File: config.mk
export PLATFORM = sky130hd
export DESIGN_NAME = wbus_bridge_flat
export DESIGN_NICKNAME = d
export VERILOG_FILES = /design/src/rtl/wbus_if.sv /design/src/rtl/wbus_bridge.sv /design/src/flat_wrapper.sv
export SDC_FILE = /design/constraint.sdc
export NUM_CORES = 1
export LEC_CHECK = 0
export ABC_AREA = 1
export BUFFER_PORTS_ARGS = -buffer_cell sky130_fd_sc_hd__buf_2
export CAP_MARGIN = 20
export CORE_MARGIN = 8
export CORE_UTILIZATION = 54
export CTS_CLUSTER_SIZE = 12
export DETAILED_ROUTE_END_ITERATION = 10
export GPL_TIMING_DRIVEN = 0
export PLACE_DENSITY = 0.84
export REMOVE_ABC_BUFFERS = 1
export SYNTH_ARGS = -nofsm -noshare
export SYNTH_HDL_FRONTEND = slang
export SYNTH_SLANG_ARGS = --single-unit
File: constraint.sdc
create_clock -name clk -period 2.95 [get_ports clk]
set_clock_uncertainty 0.1 [all_clocks]
set_input_delay 0.295 -clock clk [delete_from_list [all_inputs] [get_ports clk]]
set_output_delay 0.295 -clock clk [all_outputs]
set_load 0.02 [all_outputs]
File: src/rtl/wbus_if.sv
// Write-bus bundle between the CPU data-memory write port, the posted-write
// bridge and one peripheral slave.
interface wbus_if #(
  parameter int SLAVEADDR_WIDTH = 24
);
  logic                       dmem_wr;
  logic [31:0]                dmem_waddr;
  logic [31:0]                dmem_wdata;
  logic [3:0]                 dmem_wstrb;
  logic                       dmem_wstall;
  logic                       slave_wr;
  logic [SLAVEADDR_WIDTH-1:0] slave_waddr;
  logic [31:0]                slave_wdata;
  logic [3:0]                 slave_wstrb;
  logic                       slave_wready;

  // Environment side: CPU write requests plus the peripheral's ready.
  modport master (
    output dmem_wr, dmem_waddr, dmem_wdata, dmem_wstrb, slave_wready,
    input  dmem_wstall, slave_wr, slave_waddr, slave_wdata, slave_wstrb
  );

  // Bridge side.
  modport slave (
    input  dmem_wr, dmem_waddr, dmem_wdata, dmem_wstrb, slave_wready,
    output dmem_wstall, slave_wr, slave_waddr, slave_wdata, slave_wstrb
  );
endinterface

File: src/rtl/wbus_bridge.sv
// Posted-write bridge: decodes CPU writes against a base window and queues them
// in a small FIFO drained to one slave. Define WBUS_STRB_EN to carry byte strobes.
module wbus_bridge #(
  parameter logic [31:0] BASEADDR        = 32'h0000_0000,
  parameter int          BASEADDR_WIDTH  = 8,
  parameter int          SLAVEADDR_WIDTH = 32 - BASEADDR_WIDTH,
  parameter int          FIFO_DEPTH      = 4
) (
  input  logic                        clk,
  input  logic                        rst_n,
  wbus_if.slave                       bus,
  output logic                        wbus_busy,
  output logic [$clog2(FIFO_DEPTH):0] fifo_level
);

  localparam int                PTR_W    = $clog2(FIFO_DEPTH);
  localparam int                CNT_W    = PTR_W + 1;
  localparam logic [31:0]       MASK     = ~(32'hFFFF_FFFF >> BASEADDR_WIDTH);
  localparam logic [CNT_W-1:0]  FULL_LVL = CNT_W'(FIFO_DEPTH);
  localparam logic [CNT_W-1:0]  CNT_ONE  = CNT_W'(1);
  localparam logic [PTR_W-1:0]  PTR_ONE  = PTR_W'(1);

  logic [SLAVEADDR_WIDTH-1:0] addr_mem [FIFO_DEPTH];
  logic [31:0]                data_mem [FIFO_DEPTH];
  logic [PTR_W-1:0]           wr_ptr;
  logic [PTR_W-1:0]           rd_ptr;
  logic [CNT_W-1:0]           count;

  logic sel;
  logic full;
  logic push;
  logic pop;

  // Stall depends only on the registered fill state so the CPU never sees a
  // combinational path from the slave's ready.
  always_comb begin
    sel             = ((bus.dmem_waddr & MASK) == BASEADDR);
    full            = (count == FULL_LVL);
    push            = bus.dmem_wr & sel & ~full;
    pop             = bus.slave_wr & bus.slave_wready;
    bus.dmem_wstall = bus.dmem_wr & sel & full;
  end

  always_ff @(posedge clk or negedge rst_n) begin
    if (!rst_n) begin
      for (int i = 0; i < FIFO_DEPTH; i++) begin
        addr_mem[i] <= '0;
        data_mem[i] <= '0;
      end
    end else if (push) begin
      addr_mem[wr_ptr] <= bus.dmem_waddr[SLAVEADDR_WIDTH-1:0];
      data_mem[wr_ptr] <= bus.dmem_wdata;
    end
  end

  // Power-of-two depth lets the pointers wrap by natural overflow.
  always_ff @(posedge clk or negedge rst_n) begin
    if (!rst_n) begin
      wr_ptr <= '0;
      rd_ptr <= '0;
      count  <= '0;
    end else begin
      if (push) wr_ptr <= wr_ptr + PTR_ONE;
      if (pop)  rd_ptr <= rd_ptr + PTR_ONE;
      case ({push, pop})
        2'b10:   count <= count + CNT_ONE;
        2'b01:   count <= count - CNT_ONE;
        default: count <= count;
      endcase
    end
  end

`ifdef WBUS_STRB_EN
  logic [3:0] strb_mem [FIFO_DEPTH];

  always_ff @(posedge clk or negedge rst_n) begin
    if (!rst_n) begin
      for (int i = 0; i < FIFO_DEPTH; i++) strb_mem[i] <= '0;
    end else if (push) begin
      strb_mem[wr_ptr] <= bus.dmem_wstrb;
    end
  end

  assign bus.slave_wstrb = strb_mem[rd_ptr];
`else
  logic unused_strb;

  assign unused_strb     = ^bus.dmem_wstrb;
  assign bus.slave_wstrb = 4'hF;
`endif

  assign bus.slave_wr    = (count != '0);
  assign bus.slave_waddr = addr_mem[rd_ptr];
  assign bus.slave_wdata = data_mem[rd_ptr];
  assign wbus_busy       = (count != '0);
  assign fifo_level      = count;

endmodule

File: src/flat_wrapper.sv
// flat-port wrapper written by rule: the top's interface ports become plain ports
module wbus_bridge_flat 
#(
  parameter logic [31:0] BASEADDR        = 32'h0000_0000,
  parameter int          BASEADDR_WIDTH  = 8,
  parameter int          SLAVEADDR_WIDTH = 32 - BASEADDR_WIDTH,
  parameter int          FIFO_DEPTH      = 4
)
  (clk, rst_n, wbus_busy, fifo_level, bus_dmem_wr, bus_dmem_waddr, bus_dmem_wdata, bus_dmem_wstrb, bus_slave_wready, bus_dmem_wstall, bus_slave_wr, bus_slave_waddr, bus_slave_wdata, bus_slave_wstrb);
  wbus_if #(.SLAVEADDR_WIDTH(SLAVEADDR_WIDTH)) bus_i ();
  input  logic clk;
  input  logic rst_n;
  output logic wbus_busy;
  output logic [$clog2(FIFO_DEPTH):0] fifo_level;
  input wire logic [$bits(bus_i.dmem_wr)-1:0] bus_dmem_wr;
  input wire logic [$bits(bus_i.dmem_waddr)-1:0] bus_dmem_waddr;
  input wire logic [$bits(bus_i.dmem_wdata)-1:0] bus_dmem_wdata;
  input wire logic [$bits(bus_i.dmem_wstrb)-1:0] bus_dmem_wstrb;
  input wire logic [$bits(bus_i.slave_wready)-1:0] bus_slave_wready;
  output wire logic [$bits(bus_i.dmem_wstall)-1:0] bus_dmem_wstall;
  output wire logic [$bits(bus_i.slave_wr)-1:0] bus_slave_wr;
  output wire logic [$bits(bus_i.slave_waddr)-1:0] bus_slave_waddr;
  output wire logic [$bits(bus_i.slave_wdata)-1:0] bus_slave_wdata;
  output wire logic [$bits(bus_i.slave_wstrb)-1:0] bus_slave_wstrb;
  assign bus_i.dmem_wr = bus_dmem_wr;
  assign bus_i.dmem_waddr = bus_dmem_waddr;
  assign bus_i.dmem_wdata = bus_dmem_wdata;
  assign bus_i.dmem_wstrb = bus_dmem_wstrb;
  assign bus_i.slave_wready = bus_slave_wready;
  assign bus_dmem_wstall = bus_i.dmem_wstall;
  assign bus_slave_wr = bus_i.slave_wr;
  assign bus_slave_waddr = bus_i.slave_waddr;
  assign bus_slave_wdata = bus_i.slave_wdata;
  assign bus_slave_wstrb = bus_i.slave_wstrb;
  wbus_bridge #(.BASEADDR(BASEADDR), .BASEADDR_WIDTH(BASEADDR_WIDTH), .SLAVEADDR_WIDTH(SLAVEADDR_WIDTH), .FIFO_DEPTH(FIFO_DEPTH)) u_core (.clk(clk), .rst_n(rst_n), .bus(bus_i), .wbus_busy(wbus_busy), .fifo_level(fifo_level));
endmodule
After elaboration in Yosys (flattened, before gate mapping)
Cells that the tools add are included.

cells by class
  add/sub/neg operators = 4
  multipliers = 0
  div/mod/pow operators = 0
  magnitude comparators = 3
  equality and inequality tests = 3
  shift-type cells = 0
  mux-type cells = 13
  bitwise operators = 7
  reductions and logical operators = 4

operators with widths
  kind                 number
  $bwmux 128           1
  $bwmux 96            1
  $mux 32              3
  $mux 24              3
  $bmux 32 s2          1
  $demux 32 s2         1
  $bmux 24 s2          1
  $demux 24 s2         1
  $logic_not 32->1     1
  $ge 3x3->1 const B   2
  $not 2->3            2
  $pmux 3 s2           1
  $add 2x1->2 const B  2
  $and 1x1->1          4
  $add 3x1->3 const B  1
  $eq 3x3->1 const B   1
  $lt 3x1->1 const B   1
  $reduce_bool 3->1    1
  $sub 3x1->3 const B  1
  $eq 2x1->1 const B   1
  $eq 2x2->1 const B   1
  $reduce_bool 2->1    1
  $logic_and 1x1->1    1
  $not 1->1            1

storage, ports and cells
  flip-flop bits (word level) = 231
  bits in latches = 0
  RAM bits = 0
  bits in read-only memories = 0
  bits of input ports = 72
  output and inout port bits = 66
  word-level logic and storage cells = 45
  memories = 0

Depth between registers and ports, before layout
Gate-level depths: netlist of the first run.

  depth after elaboration = 6
  mapped depth = 11
  depth with buffers taken out = 10

Worst setup path before layout of the first run
Ideal clock, no wire load.

  kind = register to register
  start = register u_core.count[0] (netlist: u_core.fifo_level[0])
  end = register u_core.count[2] (netlist: u_core.fifo_level[2])
  setup time = 0.131 ns
  data arrival time = 1.947 ns
  required time = 2.719 ns
  setup slack = 0.773 ns
  stages on the path, launching flop included = 11
  buffers on the path = 0
  clock period less this slack = 2.177 ns
  path through = dfrtp_1 > inv_1 > nand3_1 > nand2_1 > inv_1 > ha_1 > inv_1 > fa_1 > a21oi_1 > o21ai_0 > xor2_1

between the ends
  elaborated cells between the ends (all ways) = 11
  classes of those cells = 2 x add/sub; 3 x eq/ne; 1 x mux; 3 x bitwise; 2 x reduce/logical

RTL lines
  element                                          RTL line            text
  start: declaration                               wbus_bridge.sv:27   logic [CNT_W-1:0] count;
  start signal: assignment                         wbus_bridge.sv:66   2'b10: count <= count + CNT_ONE;
  start signal: assignment                         wbus_bridge.sv:67   2'b01: count <= count - CNT_ONE;
  start signal: assignment                         wbus_bridge.sv:68   default: count <= count;
  $reduce_bool 3->1 (*)                            wbus_bridge.sv:92   assign bus.slave_wr = (count != '0);
  named net bus_slave_wr                           flat_wrapper.sv:21  output wire logic [$bits(bus_i.slave_wr)-1:0] bus_slave_wr;
  $and 1x1->1 (*)                                  wbus_bridge.sv:40   pop = bus.slave_wr & bus.slave_wready;
  named net u_core.pop                             wbus_bridge.sv:32   logic pop;
  $eq 2x1->1 or $eq 2x2->1 (tied branches)         wbus_bridge.sv:65   case ({push, pop})
  $pmux 3 s2 or $reduce_bool 2->1 (tied branches)  --

Mark *: on every way through the listed nets, which the timed path passes. The rest lies on a longest branch.
A chain may end at the register's enable or synchronous reset.

Final worst setup path of the first run
  start = register u_core.rd_ptr[1]
  end = output port bus_slave_waddr[9]

between the ends
  longest elaborated chain between the ends = 4

ends and longest elaborated chain
  element                                     RTL line            text
  start: declaration                          wbus_bridge.sv:26   logic [PTR_W-1:0] rd_ptr;
  start signal: assignment                    wbus_bridge.sv:64   if (pop) rd_ptr <= rd_ptr + PTR_ONE;
  $not 2->3 (implied by the code)             wbus_bridge.sv:93   assign bus.slave_waddr = addr_mem[rd_ptr];
  $bmux 24 s2                                 wbus_bridge.sv:93
  $mux 24 (implied by the code) (2 in a row)  wbus_bridge.sv:93
  end: declaration                            flat_wrapper.sv:22  output wire logic [$bits(bus_i.slave_waddr)-1:0] bus_slave_waddr;

No other way between the ends. The select of a mux whose other input is x is not followed.

==> reports/qor.yml, run 1 <==
outcome:
  status: "finished clean"
placement:
  io_buffers: 129
  pre_cts_slack_ns: -0.290
  hpwl_um: 18700
  gp_congestion: 0.728
final_layout:
  post-route-util_pct: 67.4
  final_nets: 1569
  final_cell_mix: "457 x nand2_1, 229 x dfrtp_1, 228 x nand4_1"
  area_growth_pct: 22.2
  antenna_cells: 0
  layout_commonest_cell: "nand2_1"
  layout-drive-gt1-share_pct: 14.5
grt:
  grt_antenna_before_repair: 0
  grt_pass1_vias: 10546
  grtUsageTotal_pct: 25.8
  grt_max_degree: 103
  grt_pass1_wl_um: 55500
  grt_overflow: 0
pwr:
  p_per_area_nw_per_um2: 809
  ir_drop_mv: 0.919
  power.leakage_uw: 0.00716
floorplan:
  io_pins: 138
  die_area_sq_um: 25600
  initial_core_util_pct: 55.2
  coreArea_sq_um: 20300
  rows: 52
  die_w_um: 160
  die_y_um: 160
yosys:
  ys_types: 25
  avgSynthCellArea_sq_um: 8.15
  ys_warn_count: 0
  synthSimpleGateAreaFrac_pct: 32.4
  synthMuxAreaShare_pct: 0
  synth_fa_ha_area_share_pct: 0.737
  synthCells: 1374
  ys_ff_latch: 231
  yosysSeqAreaShare_pct: 51.6
  syn_area_sq_um: 11200
  synth-compound-area-share_pct: 8.27
  synth_top_family_by_area: "simple AND/OR/NAND/NOR gates"
  synth_xor_area_share_pct: 0.235
sta:
  drv_slew: 0
  whs_ns: 0.116
  post-route-min-period_ns: 2.83
  finalHoldViolCount: 0
  timing.fmax_mhz: 353
  setup_viol: 0
  post-route-worst-setup-slack_ns: 0.120
  tightest_slew_ns: 0.891
  relSlewSlack_pct: 40.6
  rsz0062_at_grt: "no"
  finalCritPeriodShare_pct: 95.9
drt:
  met3_length_um: 3350
  ant_nets: 0
  wirelength_um: 34600
  post_drt_wl_per_cell_um: 19.4
  top_layer: "met4"
  drt_first_iter_violations: 1356
  wl_met2_um: 16600
  wl_met1_um: 13900
  drc_errors: 0
  vias_per_cell: 6.09
  firstDrtPassIters: 6
  vias: 10819
critical_path:
  crit_type: "reg2out"
  path_max_fanout: 44
  timing.rr.start: "u_core.wr_ptr[0]$_DFFE_PN0P_"
  critPathSlowestCell: "dfrtp_4"
  max_stage_delay_ns: 0.65
  cp.arrival_ns: 2.44
  crit_chain: "clkinv_2 -> buf_12 -> o21ai_0 -> o22ai_1 -> buf_2"
  crit_start: "u_core.rd_ptr[1]$_DFFE_PN0P_"
  end_kind: "output pin"
  start_kind: "register"
  required_ns: 2.56
hold_path:
  holdCritStartpoint: "bus_slave_wready"
  hold_class: "in2reg"
cts:
  cts_root_buffer: "clkbuf_16"
  h-tree-depth: 1
  cts_buffers: 25
  clk_latency_ns: 0.53
  cts_tree: "done"
  clkSinkCount: 231
  clkSlewWorstSetupHoldPaths_ns: 0.06
  cts_max_path_buffers: 3
run:
  maxCapViolCount: 0
## logic make-up after synthesis
logic type      count (synthesis)
flops                         231
simple gates                  812
fa+ha+maj                       6
compound gates                171
other cells                     1
buf+inv                       150
xor+xnor                        3
## area by class of cell
cell class | count | area, sq um
fill | 1637 | 6610
sequential | 231 | 5790
multi-input combinational | 998 | 4750
timing repair buffer | 224 | 1940
clock buffer | 38 | 744
tap | 270 | 338
inverter | 11 | 68.8
clock inverter | 5 | 53.8
## worst paths after layout
kind / to / slack (ns) / cells past startpoint
max: bus_slave_waddr[9] / 0.12 / 5
min: u_core.rd_ptr[0]$_DFFE_PN0P_ / 0.12 / 5
max reg2reg: u_core.data_mem[59]$_DFFE_PN0P_ / 0.16 / 8
min reg2reg: u_core.data_mem[76]$_DFFE_PN0P_ / 0.37 / 2
max in group asynchronous: u_core.rd_ptr[0]$_DFFE_PN0P_ / 1.67 / 3
min in group asynchronous: u_core.data_mem[31]$_DFFE_PN0P_ / 0.19 / 2
## synth_stat cells (all sizes together)
cell type	number	area [sq um]
a21oi	1	5.00
buf	75	463
clkbuf	64	241
conb	1	3.75
dfrtp	231	5780
fa	1	20.0
ha	5	62.6
inv	11	41.3
nand2	457	1720
nand3	5	30.0
nand4	228	1430
nor2	121	457
nor3	1	5.00
o21ai	114	571
o22ai	56	350
xnor2	1	8.76
xor2	2	17.5
## state kept, by name (all words and copies together) (netlist names)
name / count
u_core.wr_ptr: 2
u_core.rd_ptr: 2
u_core.fifo_level: 3
u_core.addr_mem: 96
u_core.data_mem: 128
## per-stage QoR
stage	TNS, ns	area, sq um	total power [uW]	std cells
CTS	0	13600	10900	1774
floorplan	-1152.90	10500	5920	1238
finish	0	13700	11100	1777
global placement	-2742.54	11500	7370	1637
global route	0	13700	11600	1777
detailed placement	-8.87	12100	7640	1666
## critical path, delay by kind of cell, from the launching register on
family                 cells  cell delay, ns
buffers and inverters      3            0.77
flip-flops                 1            0.65
AO/OA/AOI/OAI              2            0.46
## per-layer routing
layer | up-vias | global-route usage [%]
li1 | 4957 | -
met2 | 601 | 42.2
met5 | - | 0
met1 | 5171 | 35.2
met3 | 90 | 3.70
met4 | 0 | 7.43
## power breakdown
group	switching [uW]	internal (uW)	leakage, uW	total, uW
Combinational	3170	1420	0.00355	4590
Clock	1250	1810	0.000396	3060
Sequential	155	3260	0.00321	3420
## what timing repair did
item / CTS / global route
hold endpoints to repair: 278 / 0
setup endpoints to repair: 118 / 38
hold buffers: 57 / 0
pin swaps: 3 / 0
buffers inserted: 6 / 2
cloned: 2 / 1
gates resized for setup: 4 / 6
No activity file was read; power rests on OpenSTA's default activity.
==> inputs of run 2 (changes only) <==
--- a/config.mk
+++ b/config.mk
@@ -13,7 +13,7 @@
 export CTS_CLUSTER_SIZE = 12
 export DETAILED_ROUTE_END_ITERATION = 10
 export GPL_TIMING_DRIVEN = 0
-export PLACE_DENSITY = 0.84
+export PLACE_DENSITY = 0.75
 export REMOVE_ABC_BUFFERS = 1
 export SYNTH_ARGS = -nofsm -noshare
 export SYNTH_HDL_FRONTEND = slang
==> run 2 against run 1 <==
Net effect: first-iteration DRC count is 20% lower; clock-buffer cell count did not move; critical path depth increased by 1; sequential share of layout area down 0.31 points; critical path type unchanged; critical endpoint is now bus_slave_waddr[3]; largest cell class unchanged.
==> reports/qor.yml, run 2 (synthesized netlist as in run 1, its figures left out) <==
outcome:
  status: "finished clean"
placement:
  hpwl_um: 18400
  io_buffers: 129
  dp.cells: 1666
  gp_congestion: 0.741
grt:
  grt_max_degree: 112
  grt_antenna_before_repair: 0
  grtUsageTotal_pct: 26.2
  grt_pass1_wl_um: 55600
  grt_pass1_vias: 10501
  grt_overflow: 0
pwr:
  p_per_area_nw_per_um2: 825
  p_total_uw: 11400
  power.leakage_uw: 0.00721
  ir_drop_mv: 1.10
final_layout:
  area_growth_pct: 23.1
  layout_commonest_cell: "nand2_1"
  fin_cells: 1783
  final_nets: 1573
  final_cell_mix: "457 x nand2_1, 229 x dfrtp_1, 228 x nand4_1"
  antenna_cells: 0
  largest_reg_flops: 128
  fillers: 1704
  top_register: "u_core.data_mem"
  layout-drive-gt1-share_pct: 15.0
floorplan:
  initial_core_util_pct: 55.2
  io_pins: 138
  coreArea_sq_um: 20300
  die_w_um: 160
  die_y_um: 160
  die_area_sq_um: 25600
  rows: 52
sta:
  finalCritPeriodShare_pct: 96.4
  whs_ns: 0.0429
  timing.fmax_mhz: 352
  finalHoldViolCount: 0
  drv_slew: 0
  tns_ns: 0
  tightest_slew_ns: 0.920
  rsz0062_at_grt: "no"
  relSlewSlack_pct: 38.7
  setup_viol: 0
  post-route-min-period_ns: 2.84
cts:
  cts_root_buffer: "clkbuf_16"
  cts_tree: "done"
  clkSinkCount: 231
  h-tree-depth: 1
  clk_latency_ns: 0.53
  cts_buffers: 26
  cts_max_path_buffers: 3
  clkSlewWorstSetupHoldPaths_ns: 0.06
run:
  maxCapViolCount: 0
drt:
  firstDrtPassIters: 5
  vias: 10702
  post_drt_wl_per_cell_um: 19.5
  drc_errors: 0
  vias_per_cell: 6.00
  wirelength_um: 34700
  ant_nets: 0
  drt_first_iter_violations: 1083
critical_path:
  cp.arrival_ns: 2.45
  path_max_fanout: 46
  required_ns: 2.56
  end_kind: "output pin"
  crit_type: "reg2out"
  start_kind: "register"
hold_path:
  hold_class: "in2reg"
run 2: changes by cell type in the layout (fill, tap and decap cells not counted), sizes merged:
cell,before,now
nand3,7,6
bufinv,1,3
buf,166,170
clkinv,5,6
run 2: per-layer routing:
layer	vias up	global-route usage [%]	share of wire [%]	wire (um)
met4	0	7.99	1.6	571
met5	-	0	0	0
met3	55	4.37	8.8	3040
met2	526	43.5	49	17000
li1	4965	-	-	-
met1	5156	34.6	41	14100
run 2: power by group:
| group | switching (uW) | internal, uW |
|---|---|---|
| clock network | 1280 | 2100 |
| logic | 3180 | 1430 |
| registers | 116 | 3260 |
run 2: worst max-delay path: stages, from the launching register on:
cell     delay, ns
dfrtp_2       0.54
buf_12        0.25
inv_4         0.24
buf_12        0.27
o21ai_0       0.12
o22ai_1       0.25
buf_2         0.23
run 2: cell type report:
cell class	instances	area (sq um)	area share [%]
multi-input cells	997	4750	34.5
repair buffers	228	1950	14.2
well taps	270	338	2.45
flip-flops and latches	231	5790	42.0
clock inverters	8	115	0.835
clock buffers	38	787	5.71
inverters	11	56.3	0.409
run 2: what timing repair did:
action | in CTS | in global routing
gates resized for setup | 2 | 6
hold buffers | 57 | 0
endpoints found under the setup margin | 173 | 39
buffers inserted | 10 | 2
pin swaps | 3 | 1
cloned | 1 | 1
hold endpoints to repair | 344 | 0
run 2: worst paths after layout:
check | from | end | slack [ns] | depth (start not counted)
min in group asynchronous | rst_n | u_core.addr_mem[86]$_DFFE_PN0P_ | 0.11 | 2
setup reg to reg | u_core.wr_ptr[1]$_DFFE_PN0P_ | u_core.data_mem[73]$_DFFE_PN0P_ | 0.18 | 8
hold reg to reg | u_core.data_mem[35]$_DFFE_PN0P_ | u_core.data_mem[35]$_DFFE_PN0P_ | 0.36 | 2
setup / recovery | u_core.rd_ptr[1]$_DFFE_PN0P_ | bus_slave_waddr[3] | 0.11 | 6
max in group asynchronous | rst_n | u_core.addr_mem[57]$_DFFE_PN0P_ | 1.40 | 4
hold / removal | bus_slave_wready | u_core.rd_ptr[0]$_DFFE_PN0P_ | 0.04 | 5
run 2: metrics by stage:
| step | instance area [sq um] | worst slack [ns] | utilization (%) |
|---|---|---|---|
| 6_report | 13800 | 0.106 | 67.9 |
| 5_1_grt | 13800 | 0.00223 | 67.9 |
| 4_1_cts | 13700 | 0.0106 | 67.7 |
| 3_5_place_dp | 12100 | -0.488 | 59.8 |
| 3_3_place_gp | 11500 | -11.18 | 56.6 |
| 2_1_floorplan | 10500 | -6.01 | - |
